<file path="config.mk">
export PLATFORM = sky130hd
export DESIGN_NAME = tlc_phase_scheduler
export DESIGN_NICKNAME = d
export VERILOG_FILES = /design/src/rtl/tlc_phase_scheduler.sv
export SDC_FILE = /design/constraint.sdc
export NUM_CORES = 1
export LEC_CHECK = 0
export CAP_MARGIN = 40
export CORE_AREA = 2 2 45 47
export DETAILED_ROUTE_END_ITERATION = 7
export DIE_AREA = 0 0 47 49
export GPL_TIMING_DRIVEN = 0
export PLACE_DENSITY = 0.78
export SYNTH_ARGS = -nofsm -noshare
export SYNTH_HDL_FRONTEND = slang
export SYNTH_SLANG_ARGS = --single-unit
</file>
<file path="constraint.sdc">
create_clock -name CLK -period 4.22 [get_ports CLK]
set_input_delay 0.844 -clock CLK [delete_from_list [all_inputs] [get_ports CLK]]
set_output_delay 0.844 -clock CLK [all_outputs]
set_load 0.02 [all_outputs]
</file>
<file path="src/rtl/tlc_phase_scheduler.sv">
// Two-road intersection phase scheduler with pedestrian walk.
// Sequences green/yellow/all-red per road in TICK units, arbitrated by TA/TB demand and a latched PED_REQ.
module tlc_phase_scheduler #(
    parameter int unsigned CNT_W       = 8,
    parameter int unsigned T_MIN_GREEN = 5,
    parameter int unsigned T_MAX_GREEN = 20,
    parameter int unsigned T_YELLOW    = 3,
    parameter int unsigned T_ALLRED    = 1,
    parameter int unsigned T_WALK      = 4
) (
    input  logic       CLK,
    input  logic       RST,
    input  logic       TICK,
    input  logic       TA,
    input  logic       TB,
    input  logic       PED_REQ,
    output logic [1:0] LA,
    output logic [1:0] LB,
    output logic       WALK,
    output logic       PED_PENDING,
    output logic [2:0] PHASE
);

    typedef enum logic [2:0] {
        A_GREEN   = 3'd0,
        A_YELLOW  = 3'd1,
        ALLRED_AB = 3'd2,
        B_GREEN   = 3'd3,
        B_YELLOW  = 3'd4,
        ALLRED_BA = 3'd5,
        PED_WALK  = 3'd6
    } state_e;

    localparam logic [1:0] RED = 2'b00;
    localparam logic [1:0] YEL = 2'b01;
    localparam logic [1:0] GRN = 2'b11;

    // Timer value on the final tick of each timed phase
    localparam logic [CNT_W-1:0] MIN_LAST  = CNT_W'(T_MIN_GREEN - 1);
    localparam logic [CNT_W-1:0] MAX_LAST  = CNT_W'(T_MAX_GREEN - 1);
    localparam logic [CNT_W-1:0] YEL_LAST  = CNT_W'(T_YELLOW - 1);
    localparam logic [CNT_W-1:0] AR_LAST   = CNT_W'(T_ALLRED - 1);
    localparam logic [CNT_W-1:0] WALK_LAST = CNT_W'(T_WALK - 1);

    // Held as raw bits so the unused code 7 stays representable and recoverable
    logic [2:0]       state_q;
    state_e           state_d;
    logic [CNT_W-1:0] timer_q, timer_d;
    logic             ped_q, ped_d;
    logic             side_a_q, side_a_d;
    logic             min_ok, max_hit;

    always_ff @(posedge CLK or negedge RST) begin
        if (!RST) begin
            state_q  <= A_GREEN;
            timer_q  <= '0;
            ped_q    <= 1'b0;
            side_a_q <= 1'b0;
        end else begin
            state_q  <= state_d;
            timer_q  <= timer_d;
            ped_q    <= ped_d;
            side_a_q <= side_a_d;
        end
    end

    always_comb begin
        state_d  = state_e'(state_q);
        side_a_d = side_a_q;
        min_ok   = (timer_q >= MIN_LAST);
        max_hit  = (timer_q >= MAX_LAST);
        case (state_q)
            A_GREEN:
                if (TICK && min_ok && (TB || ped_q) && (!TA || max_hit))
                    state_d = A_YELLOW;
            A_YELLOW:
                if (TICK && timer_q == YEL_LAST) state_d = ALLRED_AB;
            ALLRED_AB:
                if (TICK && timer_q == AR_LAST) begin
                    if (ped_q) begin
                        state_d  = PED_WALK;
                        side_a_d = 1'b0;
                    end else begin
                        state_d = B_GREEN;
                    end
                end
            B_GREEN:
                if (TICK && min_ok && (TA || ped_q) && (!TB || max_hit))
                    state_d = B_YELLOW;
            B_YELLOW:
                if (TICK && timer_q == YEL_LAST) state_d = ALLRED_BA;
            ALLRED_BA:
                if (TICK && timer_q == AR_LAST) begin
                    if (ped_q) begin
                        state_d  = PED_WALK;
                        side_a_d = 1'b1;
                    end else begin
                        state_d = A_GREEN;
                    end
                end
            PED_WALK:
                if (TICK && timer_q == WALK_LAST)
                    state_d = side_a_q ? A_GREEN : B_GREEN;
            default: state_d = ALLRED_BA;
        endcase

        if (state_d != state_q)
            timer_d = '0;
        else if (TICK && timer_q < MAX_LAST)
            timer_d = timer_q + CNT_W'(1);
        else
            timer_d = timer_q;

        // A new request on the walk-entry edge survives to the next all-red
        ped_d = PED_REQ | (ped_q & ~((state_d == PED_WALK) && (state_q != PED_WALK)));
    end

    // Moore light decode of the state register only
    always_comb begin
        LA   = RED;
        LB   = RED;
        WALK = 1'b0;
        case (state_q)
            A_GREEN:  LA = GRN;
            A_YELLOW: LA = YEL;
            B_GREEN:  LB = GRN;
            B_YELLOW: LB = YEL;
            PED_WALK: WALK = 1'b1;
            default:  ;
        endcase
    end

    assign PED_PENDING = ped_q;
    assign PHASE       = state_q;

endmodule

</file>
==> out/metrics.yaml <==
status:
  status: "finished, final reports clean"
yosys:
  synth_xor_area_frac: 0.0276
  synth_nets: 118
  avgSynthCellArea_sq_um: 8.75
  synthArstFlopShare: 1.00
  syn_area_sq_um: 953
  ys_types: 39
  netlist_instances: 109
  ys_seq_area_frac: 0.341
  synth_ff_type: "dfrtp_1"
  synthMuxAreaShare: 0.0105
  yosysWarnings: 0
  synth_top_family_by_area: "simple AND/OR/NAND/NOR gates"
  synthSimpleGateAreaFrac: 0.299
  synth_edf_count: 0
  synth_fa_ha_area_frac: 0.0394
  ys_ff_latch: 13
  synth_compound_area_frac: 0.228
die:
  die_h_microns: 49
  top_level_ports: 15
  start_util: 0.518
  dieArea_sq_um: 2300
  num_rows: 16
  die_width_microns: 47
  core-area_sq_um: 1840
setup_path:
  worstPathArrival_ns: 2.94
  crit_path_end_kind: "flop"
  start_kind: "input port"
  crit_path_start: "TICK"
  crit_type: "in2reg"
  worstPathRequired_ns: 4.37
  r2r-start: "timer_q[0]"
  cp_max_fo: 8
detailed_routing:
  drt-pass1-iter-count: 4
  viasPerCell: 5.49
  wl_per_cell_microns: 13.3
  ant_nets: 0
  drc: 0
  totalWireLength_microns: 2050
  vias: 846
  first_iter_violations: 28
power_and_ir_drop:
  seqPwrFrac: 0.266
  p_per_area_nw_per_um2: 594
  peakVddDrop_mv: 0.318
  p_leak_nw: 0.478
  swShare: 0.466
  clkPwrFrac: 0.113
  switchingPower_w: 0.000320
  intPower_w: 0.000366
  pwr-share-comb: 0.621
clocking:
  clk-insertion-delay-late_ns: 0.27
  cts_max_path_buffers: 2
  cts_setup_buffers: 0
  cts_sinks: 13
  clk_pin_slew_worst_paths_ns: 0.09
  cts_buffers: 3
  clockRootBuffer: "clkbuf_4"
  cts_max_level: 1
  cts_resized: 0
  cts_tree: "done"
  cts_hold_buf: 0
global_routing:
  grt_use_total: 0.203
  antenna_found_initial: 0
  grt_first_pass_wirelength_microns: 3470
  grt_pass1_vias: 784
  grt-ovfl-total: 0
  grt_max_degree: 14
timing:
  tns_ns: 0
  hold-worst-slack_ns: 0.574
  max_clock_freq_mhz: 358
  slew_violations: 0
  post-route-period-util: 0.662
  relSlewSlack: 0.599
  setup_viol: 0
  worstMarginPinSlew_ns: 0.599
  min_period_ns: 2.79
  hold_viol: 0
  rsz0062_at_grt: "false"
  skew_ns: 0.00770
place:
  gp_congestion: 0.900
  dpl.hpwl_microns: 1610
  port_buffers: 14
layout:
  final_util: 0.626
  syn2layout_area_growth_pct: 21.0
  nFillCells: 174
  layout_common_cells: "nor2_1, clkdlybuf4s50_1, dfrtp_1"
  diodes: 0
  layout-drive-gt1-share: 0.102
  final_common_cell: "nor2_1"
  nets: 137
min_path:
  min_from: "timer_q[7]"
  hp-class: "reg2reg"
job:
  maxCapViolations: 0
sequential cells by signal, summed over array words and instances (netlist names):
| name | flops |
|---|---|
| side_a_q | 1 |
| PED_PENDING | 1 |
| timer_q | 8 |
| PHASE | 3 |
path summary, 6_finish.rpt:
path	endpoint	cells past startpoint	slack, ns
worst max-delay path	timer_q[0]	7	1.43
worst min-delay path	timer_q[7]	2	0.57
worst max register to register	timer_q[0]	7	1.97
worst min register to register	timer_q[7]	2	0.57
max in group asynchronous	PHASE[2]	1	2.88
min in group asynchronous	PHASE[0]	1	0.94
power by group through the flow:
stage,logic [W],registers [W],clock network [W]
2_1_floorplan,0.000274,0.000196,0
3_3_place_gp,0.000418,0.000184,0
3_5_place_dp,0.000426,0.000185,0
4_1_cts,0.000428,0.000182,0.0000800
5_1_grt,0.000466,0.000187,0.0000856
6_report,0.000426,0.000183,0.0000773
kinds of logic after synthesis:
kind of cell | Yosys count
simple gates | 50
mux | 1
xor+xnor | 3
buf+inv | 13
flops | 13
compound gates | 26
fa+ha+maj | 3
stage by stage:
step	instance area [sq um]	worst slack, ns	power (W)	instances
floorplan	953	1.91	0.000470	109
global placement	1130	1.18	0.000602	150
detailed placement	1130	1.16	0.000610	150
CTS	1150	1.43	0.000690	154
global route	1150	1.26	0.000739	154
finish	1150	1.43	0.000686	154
final cells by class:
class                   count  area, sq um  area share
flip-flops and latches     13          325       0.282
well taps                  27         33.8      0.0293
repair buffers             14          140       0.121
clock buffers               4         26.3      0.0228
plain buffers               4         17.5      0.0152
inverters                   9         33.8      0.0293
multi-input cells          83          577       0.500
cell usage after synthesis (2+ instances only):
master	count	share of area
a21oi_1	2	0.010
ha_1	3	0.039
dfrtp_1	13	0.34
xor2_1	2	0.018
inv_1	9	0.035
o21ai_0	7	0.037
buf_2	2	0.010
nor2b_1	3	0.020
a31oi_1	4	0.026
nand4_1	3	0.020
nand2b_1	5	0.033
nand3_1	2	0.010
nor3_1	6	0.031
a41oi_1	2	0.018
nand2_1	6	0.024
nor2_1	15	0.059
a221oi_2	2	0.031
clkbuf_1	2	0.0079
per-layer routing:
metal | wire (microns) | global-route usage
met1 | 978 | 0.304
met2 | 1010 | 0.306
met3 | 56 | 0.0333
met4 | 0 | 0.0417
met5 | 0 | 0
critical path: stages:
cell             delay, ns
clkdlybuf4s50_1       0.52
nor4b_4               0.41
and2_1                0.24
a221oi_2              0.09
or4_4                 0.44
o211ai_4              0.31
nor2_1                0.08
Note: power is estimated with default switching activity, not from simulation.
